<file path="config.mk">
export PLATFORM = sky130hd
export DESIGN_NAME = move_scheduler
export DESIGN_NICKNAME = d
export VERILOG_FILES = /design/src/rtl/move_scheduler.sv
export SDC_FILE = /design/constraint.sdc
export NUM_CORES = 1
export LEC_CHECK = 0
export CORE_UTILIZATION = 35
export DETAILED_ROUTE_END_ITERATION = 6
export GPL_TIMING_DRIVEN = 0
export HOLD_SLACK_MARGIN = 0.06
export PLACE_DENSITY_LB_ADDON = 0.15
export SYNTH_ARGS = -nofsm -noshare
export SYNTH_HDL_FRONTEND = slang
export SYNTH_SLANG_ARGS = --single-unit
export TNS_END_PERCENT = 5
</file>
<file path="constraint.sdc">
create_clock -name Clk -period 12.15 [get_ports Clk]
set_clock_uncertainty 0.05 [all_clocks]
set_input_delay 2.43 -clock Clk [delete_from_list [all_inputs] [get_ports Clk]]
set_output_delay 2.43 -clock Clk [all_outputs]
set_load 0.005 [all_outputs]
</file>
<file path="src/rtl/move_scheduler.sv">
// Per-frame movement sequencer: snapshots agent positions, time-shares the maze
// lookup port one query per active agent, and publishes per-agent direction masks.
module move_scheduler #(
  parameter int unsigned N_AGENTS = 5,
  parameter int unsigned ROM_LAT  = 2,
  parameter int unsigned POS_W    = 10
) (
  input  logic                      Clk,
  input  logic                      Reset,
  input  logic                      frame_start,
  input  logic [N_AGENTS*POS_W-1:0] agent_x,
  input  logic [N_AGENTS*POS_W-1:0] agent_y,
  input  logic [N_AGENTS-1:0]       agent_active,
  output logic                      maze_req,
  output logic [POS_W-1:0]          maze_x,
  output logic [POS_W-1:0]          maze_y,
  input  logic                      maze_gnt,
  input  logic [3:0]                maze_dir,
  output logic [N_AGENTS*4-1:0]     avail_dir,
  output logic [N_AGENTS-1:0]       move_en,
  output logic                      sweep_busy,
  output logic                      overrun
);

  localparam int unsigned IDX_W = $clog2(N_AGENTS + 1);
  localparam int unsigned CNT_W = $clog2(ROM_LAT + 1);

  typedef enum logic [1:0] {
    IDLE,
    SELECT,
    REQ,
    WAIT
  } state_t;

  state_t           state;
  logic [IDX_W-1:0] idx;
  logic [CNT_W-1:0] cnt;
  logic [POS_W-1:0] snap_x [N_AGENTS];
  logic [POS_W-1:0] snap_y [N_AGENTS];

  // Sweep sequencer; every output is a register updated alongside the state.
  always_ff @(posedge Clk) begin
    if (Reset) begin
      state      <= IDLE;
      idx        <= '0;
      cnt        <= '0;
      maze_req   <= 1'b0;
      maze_x     <= '0;
      maze_y     <= '0;
      avail_dir  <= '0;
      move_en    <= '0;
      sweep_busy <= 1'b0;
      overrun    <= 1'b0;
      for (int unsigned i = 0; i < N_AGENTS; i++) begin
        snap_x[i] <= '0;
        snap_y[i] <= '0;
      end
    end else begin
      move_en <= '0;
      if (frame_start && (state != IDLE)) begin
        overrun <= 1'b1;
      end
      case (state)
        IDLE: begin
          if (frame_start) begin
            for (int unsigned i = 0; i < N_AGENTS; i++) begin
              snap_x[i] <= agent_x[i*POS_W +: POS_W];
              snap_y[i] <= agent_y[i*POS_W +: POS_W];
            end
            idx        <= '0;
            state      <= SELECT;
            sweep_busy <= 1'b1;
          end
        end
        SELECT: begin
          if (idx == IDX_W'(N_AGENTS)) begin
            state      <= IDLE;
            sweep_busy <= 1'b0;
          end else if (!agent_active[idx]) begin
            idx <= idx + IDX_W'(1);
          end else begin
            state    <= REQ;
            maze_req <= 1'b1;
            maze_x   <= snap_x[idx];
            maze_y   <= snap_y[idx];
          end
        end
        REQ: begin
          if (maze_gnt) begin
            state    <= WAIT;
            maze_req <= 1'b0;
            cnt      <= CNT_W'(1);
          end
        end
        WAIT: begin
          // ROM data is valid only in the final latency cycle.
          if (cnt == CNT_W'(ROM_LAT)) begin
            avail_dir[32'(idx)*4 +: 4] <= maze_dir;
            move_en[idx]               <= 1'b1;
            idx                        <= idx + IDX_W'(1);
            state                      <= SELECT;
          end else begin
            cnt <= cnt + CNT_W'(1);
          end
        end
        default: begin
          state <= IDLE;
        end
      endcase
    end
  end

endmodule

</file>
After elaboration in Yosys (flattened, before gate mapping)
Memories as Yosys holds them, arrays and structs flattened. A register that Yosys moved wholly into a read port is not among the register bits.
Cells that the tools add are included.
Widths: inputs -> output; s select.
- multiplexer cells: 42
- divide/modulo/power cells: 0
- $add $sub $neg: 3
- reductions and logical operators: 16
- order comparisons: 2
- bitwise gates (word level): 13
- eq/ne operators: 14
- shift operators: 2
- $mul: 0
- operators by type and width (kind ; number):
    $mux 10 ; 10
    $neg 5->34 ; 1
    $shift 4x34->20 const A ; 1
    $shiftx 4x34->20 ; 1
    $bwmux 20 ; 1
    $ne 2x2->1 const B ; 8
    $mux 2 ; 7
    $mux 1 ; 13
    $mux 3 ; 4
    $or 1x1->1 ; 10
    $pmux 3 s3 ; 1
    $reduce_and 3->1 ; 3
    $pmux 2 s4 ; 1
    $reduce_and 4->1 ; 2
    $reduce_bool 2->1 ; 4
    $eq 2x2->1 const B ; 3
    $reduce_and 5->1 ; 1
    $lt 3x4->1 const B ; 1
    $pmux 1 s2 ; 2
    $pmux 2 s2 ; 1
    $add 3x1->3 const B ; 1
    $bmux 1 s3 ; 1
    $demux 1 s3 ; 1
    $eq 3x3->1 const B ; 1
    10 further kinds ; 13
- memory bits (read-only): 0
- RAM bits: 100
- word-level logic and storage cells: 102
- bits of input ports: 113
- latch bits: 0
- memories: 2
- register bits after elaboration: 35
- output and inout bits: 48
- memories (memory ; depth ; bits a word ; read ports ; clocked after Yosys merged registers in ; write ports ; RTL line ; RTL):
    snap_x ; 5 ; 10 ; 1 ; 1 ; 5 ; 38 ; logic [POS_W-1:0] snap_x [N_AGENTS];
    snap_y ; 5 ; 10 ; 1 ; 1 ; 5 ; 39 ; logic [POS_W-1:0] snap_y [N_AGENTS];

Depth between registers and ports, before layout
Gate-level depths: netlist of run 1.
- depth in word-level cells: 5
- mapped depth: 10
- gate-level depth less buffers: 7

Worst setup path after synthesis of run 1
OpenSTA, ideal clock, no wires.
- path kind: input to register
- from: in Reset
- to: mem snap_x[0][0] (enable)
- setup time: 0.476 ns
- stages: 2
- arrival time: 5.148 ns
- required time: 11.624 ns
- path slack: 6.476 ns
- path buffers: 1
- path through: clkbuf_1 -> nand2b_1
- RTL lines (what ; RTL line ; RTL):
    from (decl) ; 9 ; input logic Reset,
    to (decl) ; 38 ;

==> qor.yml, run 1 <==
grt_usage_pct: 18.64
drt_iter0_drc: 263
io_pins: 161
std_cell_rows: 50
intPower_mw: 1.108
reg2regPathDepth: 10
routed_via_density: 4.905
endpoint: "snap_x[1][6]"
finalPower_mw: 1.450
first_global_vias: 5093
clk_pin_slew_ns: 0.06
worstSetupEndpointType: "register"
synth-main-ff-cell: "edfxtp_1"
clockPowerShare_pct: 41.3
clockRootBuffer: "clkbuf_16"
slew_headroom_pct: 50.29
yosysWarnings: 0
critPathLaunch: "Reset"
final_cell_mix: "clkdlybuf4s50_1, and2_1, edfxtp_1, dfxtp_1, nor2_1"
core_area_um2: 18770
final_antenna_net_count: 0
dp_hpwl_um: 12550
rsz0062_at_grt: "false"
vdd_drop_max_v: 0.00009892
final_max_slew_viol_count: 0
numClockSinks: 155
p_leak_nw: 3.401
worstSetupPathType: "input pin to register"
p_seq_share_pct: 44.5
reg2reg_setup_slack_ns: 9.13
finalCritPeriodShare_pct: 36.26
antenna_found_initial: 0
p_per_area_nw_per_um2: 155.8
cts_buffers: 17
worst_pin_slew_ns: 0.7457
synth_edf_count: 100
routed_wl_um: 17610
grt-ovfl-total: 0
timing.rr.start: "idx[1]"
crit_fanout: 51
syn_area_per_cell_um2: 11.62
area_growth_syn_to_layout_pct: 38.82
nFillCells: 1693
die-height_um: 140.4
fin_nets: 881
start_util_pct: 35.72
synthArstFlopShare_pct: 0
hold_viol_final: 0
syn_inst: 577
drt_drc_violations_left: 0
combPwrFrac_pct: 14.2
setup_violations: 0
clk_path_buf_depth: 2
io_buffers: 160
setup_tns_ns: 0
synth_nets: 701
power_switching_mw: 0.3422
clk-insertion-delay-late_ns: 0.42
wl_per_cell_um: 17.54
max-cap-violations: 0
maxClockFrequency_mhz: 227.0
status: "complete, no violations"
final_common_cell: "clkdlybuf4s50_1"
cts_tree: "done"
ys_seq_area_share_pct: 61.22
reg2reg_to: "avail_dir[6]"
swShare_pct: 23.59
die_w_um: 140.4
period_needed_ns: 4.405
htree_num_levels: 4
worstPathRequired_ns: 12.20
final_core_util_pct: 49.59
antenna_cells: 0
vias: 4925
grt_pass1_wl_um: 27310
cts_setup_buffers: 0
grt_max_degree: 52
ys_seq_elements: 155
critPathArrivalTime_ns: 4.46
holdBufCountCts: 0
synth_area_um2: 6704
dieArea_um2: 19710
drive_above_1_share_pct: 6.623
hold_class: "register to register"
critPathLaunchType: "input pin"
cts_resized: 0
yosysUniqueCellTypes: 43
dr.pass1.iters: 5
gp_congestion: 0.8419
-- through the flow --
stage	cell area, µm²	instances	hold slack [ns]	worst slack, ns
2_1_floorplan	6704	577	0.4027	6.476
3_3_place_gp	8598	971	0.3969	4.806
3_5_place_dp	8633	972	0.4103	7.322
4_1_cts	9306	1004	0.4187	7.754
5_1_grt	9306	1004	0.4444	7.636
6_report	9306	1004	0.4141	7.745
-- cell type report --
| class | count | area (µm²) | area share [%] |
|---|---|---|---|
| clock buffers | 17 | 425.4 | 4.571 |
| clock inverters | 15 | 247.7 | 2.662 |
| flip-flops and latches | 155 | 4104 | 44.10 |
| repair buffers | 161 | 1629 | 17.50 |
| well taps | 234 | 292.8 | 3.146 |
| multi-input cells | 372 | 2392 | 25.71 |
| plain buffers | 40 | 177.7 | 1.909 |
| inverters | 10 | 37.54 | 0.4033 |
-- metal layers --
metal	global-route usage, %	share of wire [%]
met5	0	0
met4	6.593	1.5
met3	4.308	4.4
met2	31.45	50
met1	23.37	44
-- cells by family (layout without fill, tap and decap cells) --
| kind of cell | Yosys count | in the layout | synth area share (%) |
|---|---|---|---|
| adders and majority gates | 11 | 11 | 2.053 |
| buffers and inverters | 50 | 243 | 3.210 |
| DFF | 155 | 155 | 61.22 |
| and+or+nand+nor | 233 | 233 | 18.57 |
| AOI/OAI and AO/OA | 88 | 88 | 8.940 |
| muxes | 40 | 40 | 6.010 |
-- cell usage after synthesis, drive strengths merged (4+ instances only) --
cell type	number	area share (%)
nand2b	4	0.37
a311oi	20	2.6
dfxtp	55	16
nand2	33	1.9
inv	10	0.56
nand3	26	1.9
edfxtp	100	45
ha	11	2.1
o21ai	28	2.1
buf	18	1.4
clkbuf	22	1.2
a22oi	21	2.4
and2	100	9.3
a21oi	8	0.60
nor2	52	2.9
mux2i	38	5.7
-- critical path, stage by stage --
cell and delay [ns]:
clkdlybuf4s50_1 0.56, clkbuf_1 0.39, nand2b_4 0.70, buf_16 0.32
-- power by group through the flow --
stage	logic (mW)	clock network [mW]	registers, mW
after CTS	0.208	0.610	0.645
after floorplan	0.102	0	0.655
after global routing	0.226	0.632	0.650
after global placement	0.200	0	0.660
after detailed placement	0.208	0	0.657
final	0.206	0.599	0.645
-- flip-flops by register name (all words and copies together) (netlist names), 2 cells and up --
signal	flops
move_en	5
snap_y	50
snap_x	50
maze_x	10
maze_y	10
idx	3
state	2
avail_dir	20
cnt	2
-- how the worst min path moves through the flow --
stage | end | cells past startpoint | start
2_1_floorplan | avail_dir[10] | 2 | avail_dir[10]
3_3_place_gp | avail_dir[9] | 2 | avail_dir[9]
3_5_place_dp | avail_dir[11] | 2 | avail_dir[11]
4_1_cts | avail_dir[11] | 2 | avail_dir[11]
5_1_grt | avail_dir[11] | 2 | avail_dir[11]
6_report | avail_dir[11] | 2 | avail_dir[11]
Power figures use the tool's default switching activity.
==> run 2: changes to the inputs <==
- clock period: 12.15 -> 3.8 ns (I/O delays scaled with it)
==> run 2 against run 1 <==
  * Via count rose by 0.35%
  * Die area did not move
  * Worst setup slack got worse by 6.9 ns
  * Clock-buffer cell count rose by 1
  * Sequential power rose to 3.2 times the previous value
  * Total power rose to 3.1 times the previous value
  * Combinational power rose to 3.2 times the previous value
  * Non-clock buffer count did not move
  * Critical endpoint is now avail_dir[4]
  * Largest cell class unchanged
  * Highest routed layer unchanged
==> qor.yml, run 2 (synthesized netlist as in run 1, its figures left out) <==
status: "complete, no violations"
antenna_cells: 0  # unchanged
max-cap-violations: 0  # unchanged
dieArea_um2: 19710  # unchanged
dp_hpwl_um: 12580  # +0.24%
drt_drc_violations_left: 0  # unchanged
die_w_um: 140.4  # unchanged
gp_congestion: 0.8042  # -4.5%
slew_headroom_pct: 52.23  # +1.9 points
period_needed_ns: 2.979
slowest_delay_ns: 0.48  # -0.22 ns
dr.pass1.iters: 4  # -1
clk-insertion-delay-late_ns: 0.42  # about the same
worstPathRequired_ns: 4.04  # -8.16 ns
cts_buffers: 17  # unchanged
io_buffers: 160  # unchanged
setup_violations: 0  # unchanged
cts_tree: "done"
routed_via_density: 4.922  # +0.35%
hold_viol_final: 0  # unchanged
clk_pin_slew_ns: 0.06  # about the same
finalPower_mw: 4.474  # +210%
std_cell_rows: 50  # unchanged
p_per_area_nw_per_um2: 483.8  # +210%
clockRootBuffer: "clkbuf_16"
grt_usage_pct: 17.87  # -0.77 points
final_antenna_net_count: 0  # unchanged
holdBufCountCts: 0  # unchanged
dp.cells: 972  # unchanged
antenna_found_initial: 0  # unchanged
final_cell_mix: "clkdlybuf4s50_1, and2_1, edfxtp_1, dfxtp_1, nor2_1"
finalCritPeriodShare_pct: 78.39
htree_num_levels: 4  # unchanged
grt_max_degree: 52  # unchanged
crit_path_cell_trace: "buf_2, buf_1, inv_1, ha_1, ha_1, or4b_4, or2_1, buf_6, mux2i_1, nor2_1"
critPathLaunchType: "register"
routed_wl_um: 17190  # -2.4%
first_global_vias: 5010  # -1.6%
worstSetupPathType: "register to register"
hold_class: "register to register"
grt-ovfl-total: 0  # unchanged
top_regs: "snap_x: 50 flops, snap_y: 50 flops, avail_dir: 20 flops"
grt_pass1_wl_um: 26510  # -2.9%
start_util_pct: 35.72  # unchanged
crit_fanout: 10  # -80%
worstSetupEndpointType: "register"
vias: 4942  # +0.35%
maxClockFrequency_mhz: 335.7
numClockSinks: 155  # unchanged
clk_path_buf_depth: 2  # unchanged
crit_path_frequent_cell: "ha_1"
p_leak_nw: 3.374  # -0.79%
layoutNonFillerInstCount: 1004  # unchanged
die-height_um: 140.4  # unchanged
cts_setup_buffers: 0  # unchanged
cp_top_family: "buffers and inverters"
drive_above_1_share_pct: 6.623  # unchanged
worst_pin_slew_ns: 0.7166  # -0.02907 ns
io_pins: 161  # unchanged
core_area_um2: 18770  # unchanged
final_common_cell: "clkdlybuf4s50_1"
area_growth_syn_to_layout_pct: 37.94
rsz0062_at_grt: "false"
fin_nets: 881  # unchanged
slowest_stage: "or4b_4"
final_max_slew_viol_count: 0  # unchanged
path_buf_inv: 4  # +1
critPathArrivalTime_ns: 3.22  # -1.24 ns
vdd_drop_max_v: 0.0002889  # +190%
cts_resized: 0  # unchanged
wl_per_cell_um: 17.12  # -2.4%
drt_iter0_drc: 283  # +7.6%
[run 2: metal layers]
layer  global-route usage, %  up-vias  share of wire [%]
li1                        -     2425                  -
met1                   22.18     2373                 45
met2                   30.82      126                 50
met3                   3.248       18                3.6
met4                   6.940        0                1.9
met5                       0        -                  0
[run 2: worst paths after layout]
check | start | to | slack [ns] | depth (start not counted)
setup / recovery | idx[1] | avail_dir[4] | 0.82 | 10
hold / removal | avail_dir[11] | avail_dir[11] | 0.41 | 2
setup reg to reg | idx[1] | avail_dir[4] | 0.82 | 10
hold reg to reg | avail_dir[11] | avail_dir[11] | 0.41 | 2
[run 2: worst register-to-register path, delay by kind of cell (launching register included)]
family                   cells  cell delay [ns]
AND/OR/NAND/NOR              3             0.78
buffers and inverters        4             0.99
flip-flops                   1             0.33
multiplexers                 1             0.14
adder cells (fa/ha/maj)      2             0.56
[run 2: where the power goes]
part	internal [mW]	total, mW	switching (mW)
Clock	1.05	1.76	0.707
Combinational	0.313	0.655	0.342
Sequential	2.00	2.06	0.0652
Total	3.36	4.47	1.11
[run 2: metrics by stage]
stage	hold WS [ns]	setup slack, ns	util [%]	cell area [µm²]	setup TNS, ns
2_1_floorplan	0.4027	0.9438	-	6706	0
3_3_place_gp	0.3950	-0.2806	45.83	8601	-27.62
3_5_place_dp	0.4065	0.6418	46.00	8633	0
4_1_cts	0.4158	0.8025	49.27	9248	0
5_1_grt	0.4568	0.5940	49.27	9248	0
6_report	0.4103	0.8211	49.27	9248	0
[run 2: layout make-up]
type	count	area (µm²)
Inverter	10	37.54
Multi-Input combinational cell	372	2392
Sequential cell	155	4104
Clock buffer	18	429.2
Timing Repair Buffer	161	1629
Fill cell	1705	9520
Buffer	40	177.7
Clock inverter	14	185.2
Tap cell	234	292.8
